## config.mk

```make
export PLATFORM = sky130hd
export DESIGN_NAME = mul_seq_ctrl
export DESIGN_NICKNAME = d
export VERILOG_FILES = /design/src/rtl/mul_seq_ctrl_pkg.sv /design/src/rtl/mul_step.sv /design/src/rtl/mul_seq_ctrl.sv
export SDC_FILE = /design/constraint.sdc
export NUM_CORES = 1
export LEC_CHECK = 0
export ABC_AREA = 1
export BUFFER_PORTS_ARGS = -buffer_cell sky130_fd_sc_hd__buf_2
export CORE_ASPECT_RATIO = 1.75
export CORE_MARGIN = 3
export CORE_UTILIZATION = 59
export CTS_CLUSTER_SIZE = 25
export DETAILED_ROUTE_END_ITERATION = 8
export GPL_TIMING_DRIVEN = 1
export PLACE_DENSITY = 0.81
export SYNTH_ARGS = -nofsm -noshare
export SYNTH_HDL_FRONTEND = slang
export SYNTH_SLANG_ARGS = --single-unit
```

## constraint.sdc

```tcl
create_clock -name clk -period 3.8 [get_ports clk]
set_input_delay 0.19 -clock clk [delete_from_list [all_inputs] [get_ports clk]]
set_output_delay 0.19 -clock clk [all_outputs]
set_load 0.02 [all_outputs]
```

## src/rtl/mul_seq_ctrl_pkg.sv

```systemverilog
// Shared constants for the iterative EX-stage multiplier: word width, FSM
// state encodings and a counter-width helper.
package mul_seq_ctrl_pkg;

    localparam int MUL_WORD = 32;

    typedef logic [1:0] mul_state_t;

    localparam logic [1:0] MUL_IDLE = 2'd0;
    localparam logic [1:0] MUL_RUN  = 2'd1;
    localparam logic [1:0] MUL_DONE = 2'd2;

    // A single-step configuration still needs a one-bit counter.
    function automatic int cnt_width(input int steps);
        return (steps > 1) ? $clog2(steps) : 1;
    endfunction

endpackage

```

## src/rtl/mul_step.sv

```systemverilog
// One shift-add step: adds mcand times the low BPC multiplier bits to the
// accumulator, truncated to WORD bits.
module mul_step #(
    parameter int WORD = 32,
    parameter int BPC  = 2
) (
    input  logic [WORD-1:0] acc,
    input  logic [WORD-1:0] mcand,
    input  logic [BPC-1:0]  mplier_bits,
    output logic [WORD-1:0] acc_next
);

    logic [WORD-1:0] pp [BPC];

    generate
        for (genvar gi = 0; gi < BPC; gi++) begin : g_pp
            assign pp[gi] = mplier_bits[gi] ? (mcand << gi) : '0;
        end
    endgenerate

    always_comb begin
        acc_next = acc;
        for (int i = 0; i < BPC; i++) begin
            acc_next = acc_next + pp[i];
        end
    end

endmodule

```

## src/rtl/mul_seq_ctrl.sv

```systemverilog
// Iterative low-word multiplier with operand/result valid-ready handshakes,
// optional early exit on an exhausted multiplier, and flush support.
module mul_seq_ctrl
    import mul_seq_ctrl_pkg::*;
#(
    parameter int WORD      = MUL_WORD,
    parameter int BPC       = 2,
    parameter bit EARLY_OUT = 1'b1
) (
    input  logic            clk,
    input  logic            rst,
    input  logic            in_valid,
    output logic            in_ready,
    input  logic [WORD-1:0] src0,
    input  logic [WORD-1:0] src1,
    input  logic [4:0]      rd_in,
    input  logic            flush,
    output logic            out_valid,
    input  logic            out_ready,
    output logic [WORD-1:0] result,
    output logic [4:0]      rd_out,
    output logic            busy
);

    localparam int STEPS = WORD / BPC;
    localparam int CNT_W = cnt_width(STEPS);
    localparam logic [CNT_W-1:0] CNT_LAST = CNT_W'(STEPS - 1);

    mul_state_t      state_reg,     state_next;
    logic [WORD-1:0] mcand_reg,     mcand_next;
    logic [WORD-1:0] mplier_reg,    mplier_next;
    logic [WORD-1:0] acc_reg,       acc_next;
    logic [CNT_W-1:0] cnt_reg,      cnt_next;
    logic [4:0]      tag_reg,       tag_next;
    logic [WORD-1:0] result_reg,    result_next;
    logic [4:0]      rd_out_reg,    rd_out_next;
    logic            out_valid_reg, out_valid_next;

    logic [WORD-1:0] acc_step;
    logic [WORD-1:0] mplier_post;
    logic            accept;
    logic            run_exit;

    mul_step #(
        .WORD (WORD),
        .BPC  (BPC)
    ) u_step (
        .acc         (acc_reg),
        .mcand       (mcand_reg),
        .mplier_bits (mplier_reg[BPC-1:0]),
        .acc_next    (acc_step)
    );

    assign in_ready    = (state_reg == MUL_IDLE);
    assign busy        = (state_reg != MUL_IDLE);
    assign accept      = in_valid & in_ready & ~flush;
    assign mplier_post = mplier_reg >> BPC;
    assign run_exit    = (cnt_reg == CNT_LAST) || (EARLY_OUT && (mplier_post == '0));

    always_comb begin
        state_next     = state_reg;
        mcand_next     = mcand_reg;
        mplier_next    = mplier_reg;
        acc_next       = acc_reg;
        cnt_next       = cnt_reg;
        tag_next       = tag_reg;
        result_next    = result_reg;
        rd_out_next    = rd_out_reg;
        out_valid_next = out_valid_reg;

        case (state_reg)
            MUL_IDLE: begin
                if (accept) begin
                    mcand_next  = src0;
                    mplier_next = src1;
                    tag_next    = rd_in;
                    acc_next    = '0;
                    cnt_next    = '0;
                    state_next  = MUL_RUN;
                end
            end
            MUL_RUN: begin
                acc_next    = acc_step;
                mcand_next  = mcand_reg << BPC;
                mplier_next = mplier_post;
                cnt_next    = cnt_reg + 1'b1;
                if (run_exit) begin
                    state_next     = MUL_DONE;
                    result_next    = acc_step;
                    rd_out_next    = tag_reg;
                    out_valid_next = 1'b1;
                end
            end
            MUL_DONE: begin
                if (out_ready) begin
                    state_next     = MUL_IDLE;
                    out_valid_next = 1'b0;
                end
            end
            default: begin
                state_next     = MUL_IDLE;
                out_valid_next = 1'b0;
            end
        endcase

        // A redirect kills whatever is in flight, including an unclaimed result.
        if (flush) begin
            state_next     = MUL_IDLE;
            out_valid_next = 1'b0;
        end
    end

    always_ff @(posedge clk) begin
        if (rst) begin
            state_reg     <= MUL_IDLE;
            mcand_reg     <= '0;
            mplier_reg    <= '0;
            acc_reg       <= '0;
            cnt_reg       <= '0;
            tag_reg       <= '0;
            result_reg    <= '0;
            rd_out_reg    <= '0;
            out_valid_reg <= 1'b0;
        end else begin
            state_reg     <= state_next;
            mcand_reg     <= mcand_next;
            mplier_reg    <= mplier_next;
            acc_reg       <= acc_next;
            cnt_reg       <= cnt_next;
            tag_reg       <= tag_next;
            result_reg    <= result_next;
            rd_out_reg    <= rd_out_next;
            out_valid_reg <= out_valid_next;
        end
    end

    assign out_valid = out_valid_reg;
    assign result    = result_reg;
    assign rd_out    = rd_out_reg;

endmodule

```

# --- Yosys cells after proc, flatten, opt, wreduce, memory -nomap -nowiden ---
# Index checks and enable logic that the tools add are counted.
classes:
  addsub: 3
  n_eq_ne: 6
  mux: 17
  bitwise_logic: 4
  reduce_logical: 11
ops:
  columns: ["op", "n"]
  rows:
  - ["32-bit one-hot mux with 2 select lines", 3]
  - ["32-bit two-way mux", 5]
  - ["32-bit adder", 2]
  - ["32-bit zero test", 1]
  - ["4-bit one-hot mux with 2 select lines", 1]
  - ["2-bit two-way mux", 3]
  - ["2-bit one-hot mux with 3 select lines", 1]
  - ["2-bit AND reduction", 3]
  - ["3-bit AND reduction", 2]
  - ["4-bit by 1-bit adder with 4-bit output, second input constant", 1]
  - ["4-bit equality test, second input constant", 1]
  - ["4-bit two-way mux", 1]
  - ["2-bit != test, second input constant", 2]
  - ["2-bit nonzero test", 2]
  - ["1-bit one-hot mux with 3 select lines", 1]
  - ["1-bit AND", 2]
  - ["2-bit by 1-bit equality test with 1-bit output, second input constant", 1]
  - ["2-bit equality test, second input constant", 1]
  - ["2-bit zero test", 1]
  - ["1-bit two-way mux", 2]
  - ["2-bit by 1-bit != test with 1-bit output, second input constant", 1]
  - ["1-bit NOT", 2]
  - ["2-bit OR reduction", 1]
  - ["1-bit logical OR", 1]
totals:
  reg_bits: 145
  input_bits: 74
  out_inout_bits: 40
  word_cells: 50

# --- Longest topological paths before layout ---
depth:
  depth_word: 5
  mapped_depth: 20
  depth_no_buf: 18

# --- By module ---
# A second synthesis with hierarchy kept.
unflattened:
  cells_unflattened: 1452
  area_unflattened_um2: 9310.2
modules_own_cells:
  columns: ["mod", "instances", "cells_per_inst", "area_each_um2", "seq_area_each_um2"]
  rows:
  - ["mul_seq_ctrl", 1, 825, 5953.2, 2902.8]
  - ["mul_step", 1, 627, 3357.0, 0.0]

# --- Worst setup path after synthesis ---
# Ideal clock, no wire load.
synth_timing:
  path_type: "register to register"
  start: "register mplier_reg[0]"
  end: "register result_reg[21], in the netlist result[21]"
  setup_time_ps: 113
  t_arrival_ps: 2761
  t_required_ps: 3687
  path_slack_ps: 926
  stages_incl_launch_ff: 18
  n_path_buf: 2
  period_less_slack_ps: 2874
  cell_sequence: "dfxtp_1 -> clkbuf_1 -> clkbuf_1 -> nand2_1 -> fa_1 -> inv_1 -> ha_1 -> fa_1 -> nand3_1 -> nand3_1 -> nand3_1 -> nand3b_1 -> nand2_1 -> nand2_1 -> nand2_1 -> nand2_1 -> o21ai_1 -> inv_1"
synth_between:
  elab_chain_len: 3
synth_rtl:
  columns: ["item", "line", "text"]
  rows:
  - ["from (decl)", "mul_seq_ctrl.sv:31", "logic [WORD-1:0] mplier_reg, mplier_next;"]
  - ["from (signal assigned)", "mul_seq_ctrl.sv:127", "mplier_reg <= mplier_next;"]
  - ["32-bit two-way mux", "mul_step.sv:17", "assign pp[gi] = mplier_bits[gi] ? (mcand << gi) : '0;"]
  - ["32-bit adder (2 in series)", "mul_step.sv:24", "acc_next = acc_next + pp[i];"]
  - ["to (signal assigned)", "mul_seq_ctrl.sv:131", "result_reg <= result_next;"]
  - ["to (decl)", "mul_seq_ctrl.sv:35", "logic [WORD-1:0] result_reg, result_next;"]
# No other way between the ends.
# A chain may end at the register's enable or synchronous reset.

# --- Worst setup path in the final report ---
layout_timing:
  start: "register mplier_reg[1]"
  end: "register acc_reg[31]"
layout_between:
  elab_chain_len: 3
layout_rtl:
  columns: ["item", "line", "text"]
  rows:
  - ["32-bit two-way mux", "mul_step.sv:17", null]
  - ["32-bit adder", "mul_step.sv:24", null]
  - ["32-bit one-hot mux with 2 select lines", "mul_seq_ctrl.sv:71", "case (state_reg)"]
  - ["to (signal assigned)", "mul_seq_ctrl.sv:128", "acc_reg <= acc_next;"]
  - ["to (decl)", "mul_seq_ctrl.sv:32", "logic [WORD-1:0] acc_reg, acc_next;"]
# No other way between the ends.

==> metrics.yaml <==
outcome:
  status: "finished clean"
sta:
  post-route-period-util: 0.827
  slew_violations: 0
  fin_crit_ns: 3.14
  timing.fmax_mhz: 318
  final-hold-violation-count: 0
  setup_tns_ns: 0
  grt_setup_unrepaired: "no"
  relSlewSlack: 0.377
  clock_skew_ns: 0.0119
  setup_viol_count_final: 0
  tightest_slew_ns: 0.934
clock_network:
  cts_buffer_depth: 2
  clock_latency_ns: 0.43
  path_clk_slew_ns: 0.07
  cts_sinks: 145
  cts_tree: "done"
  cts_root_buf: "clkbuf_16"
  cts_htree_levels: 4
  cts_setup_buffers: 0
  cts_made_buffers: 17
setup_path:
  cp-start-kind: "flip-flop"
  critPathCaptureType: "flip-flop"
  crit_fanout: 28
  crit_arrival_ns: 3.48
  crit_required_ns: 4.14
  critPathKind: "flip-flop to flip-flop"
floorplanning:
  die_area_um2: 17000
  start_util: 0.606
  pin_count: 114
  rows: 59
  dieWidth_um: 99.8
  die_h_um: 170
  core_region_area_um2: 15000
finish:
  final_cell_mix: "530 x nand2_1, 199 x inv_1, 145 x dfxtp_1"
  final_common_cell: "nand2_1"
  fin_area_um2: 10200
  areaGrowthSynthToFinish_pct: 12.7
  drive_gt1_frac: 0.111
  nets: 1624
  diodes: 0
  fin_util: 0.683
  stdcell_count: 1683
route:
  post_drt_wl_per_cell_um: 14.9
  ant_nets: 0
  vias: 9000
  drtIter0Drc: 469
  detail_route.wirelength_um: 25100
  via_per_inst: 5.35
  drt-pass1-iter-count: 5
  drc: 0
global_routing:
  grt_max_degree: 74
  grt_pass1_wl_um: 41400
  first_global_vias: 8709
  overflow: 0
  antenna_found_initial: 0
  grt.total_usage: 0.306
flow_run:
  drv_cap: 0
logic_synthesis:
  syn_area_um2: 9080
  yosysTopAreaCellShare: 0.320
  yosys.area.top_type: "dfxtp_1"
  postSynthAreaPerCell_um2: 6.45
  synth-xor-area-share: 0.0174
  synth_area_leaders: "dfxtp_1 32%, nand2_1 22%, inv_1 8.2%"
  synth-simple-area-share: 0.293
  synth_adder_area_share: 0.112
  synth_seq_area_share: 0.320
  syn_nets: 1544
  synthMuxAreaShare: 0
  ys_types: 34
  synth_top_family_by_area: "simple AND/OR/NAND/NOR gates"
  yosys_warnings: 0
  synth-compound-area-share: 0.138
  ys_ff_latch: 145
  syn_inst: 1407
power_and_ir_drop:
  total_power_mw: 3.69
  p_leak_nw: 5.60
  ir_drop_mv: 0.263
  p_per_area_nw_per_um2: 360
hold_path:
  hp-class: "input pin to flip-flop"
place:
  place_area_um2: 9660
  hpwlAfterDp_um: 18300
  routabilityCongestion: 0.956
  port_buffers: 113
  dp.cells: 1650
[power breakdown]
| part | leakage, nW | total [mW] | switching, mW | internal [mW] |
|---|---|---|---|---|
| Clock | 0.280 | 1.65 | 0.776 | 0.871 |
| Sequential | 1.18 | 1.65 | 0.0646 | 1.58 |
| Combinational | 4.14 | 0.392 | 0.249 | 0.143 |
| Total | 5.60 | 3.69 | 1.09 | 2.60 |
[area by class of cell]
type                            instances  area (um2)
Clock buffer                           17         425
Clock inverter                         15         144
Fill cell                            1398        4750
Inverter                              204         768
Multi-Input combinational cell        994        5090
Sequential cell                       145        2900
Tap cell                              183         229
Timing Repair Buffer                  125         671
[through the flow]
| step | setup WS [ns] | hold WS, ns |
|---|---|---|
| floorplan | 0.926 | 0.325 |
| global placement | 0.675 | 0.411 |
| detailed placement | 0.669 | 0.419 |
| CTS | 0.640 | 0.0109 |
| global route | 0.392 | 0.0221 |
| finish | 0.658 | 0.0127 |
[synth_stat cells]
library cell	instances
nand3_2	1
nand2_1	530
buf_4	4
o21a_1	1
o21bai_1	1
ha_1	32
a21o_1	1
o211ai_1	1
inv_1	199
xor2_1	16
fa_1	31
buf_1	1
a21oi_1	84
o21ai_1	18
xnor2_1	2
nand2_2	1
nor2_2	1
clkbuf_1	38
nand3_1	35
and2_1	3
inv_2	4
dfxtp_1	145
o21ai_0	65
clkbuf_2	1
inv_4	1
nor3_1	5
o22ai_2	1
nor3_2	1
buf_6	5
nor2_8	1
buf_2	15
nor2_1	99
a31oi_1	60
nand3b_1	4
[final timing paths]
path	startpoint	slack [ns]	endpoint	cells after the start
max	mplier_reg[1]	0.66	acc_reg[31]	14
min	src1[30]	0.01	mplier_reg[30]	3
max reg2reg	mplier_reg[1]	0.66	acc_reg[31]	14
min reg2reg	result[14]	0.46	result[14]	2
[routing by layer]
| metal | vias up | wire [um] | track usage | part of all wire |
|---|---|---|---|---|
| met4 | 0 | 1800 | 0.208 | 0.071 |
| met2 | 308 | 12500 | 0.524 | 0.50 |
| met1 | 4062 | 9530 | 0.347 | 0.38 |
| met5 | - | 0 | 0 | 0 |
| li1 | 4533 | - | - | - |
| met3 | 97 | 1260 | 0.0414 | 0.050 |
[cells by family after synthesis]
logic type / after synthesis
XOR/XNOR: 18
flip-flops: 145
buffers and inverters: 268
AND/OR/NAND/NOR: 681
adder cells (fa/ha/maj): 63
AO/OA/AOI/OAI: 232
[worst max-delay path, cell delays in order, from the launching register on]
cell and delay, ns:
dfxtp_1 0.39, buf_4 0.35, nand2_1 0.16, inv_1 0.10, fa_1 0.42, ha_1 0.36
nand2_1 0.12, nor2_1 0.23, and2_1 0.16, nand2_1 0.05, nand2_1 0.19, nand2_1 0.10
nand3_1 0.10, nand3_1 0.13, a21oi_1 0.19
[timing repair]
action | CTS | global route
hold endpoints to repair | 1 | 0
gates resized for setup | 0 | 0
hold buffers | 1 | 0
Power figures use the tool's default switching activity.
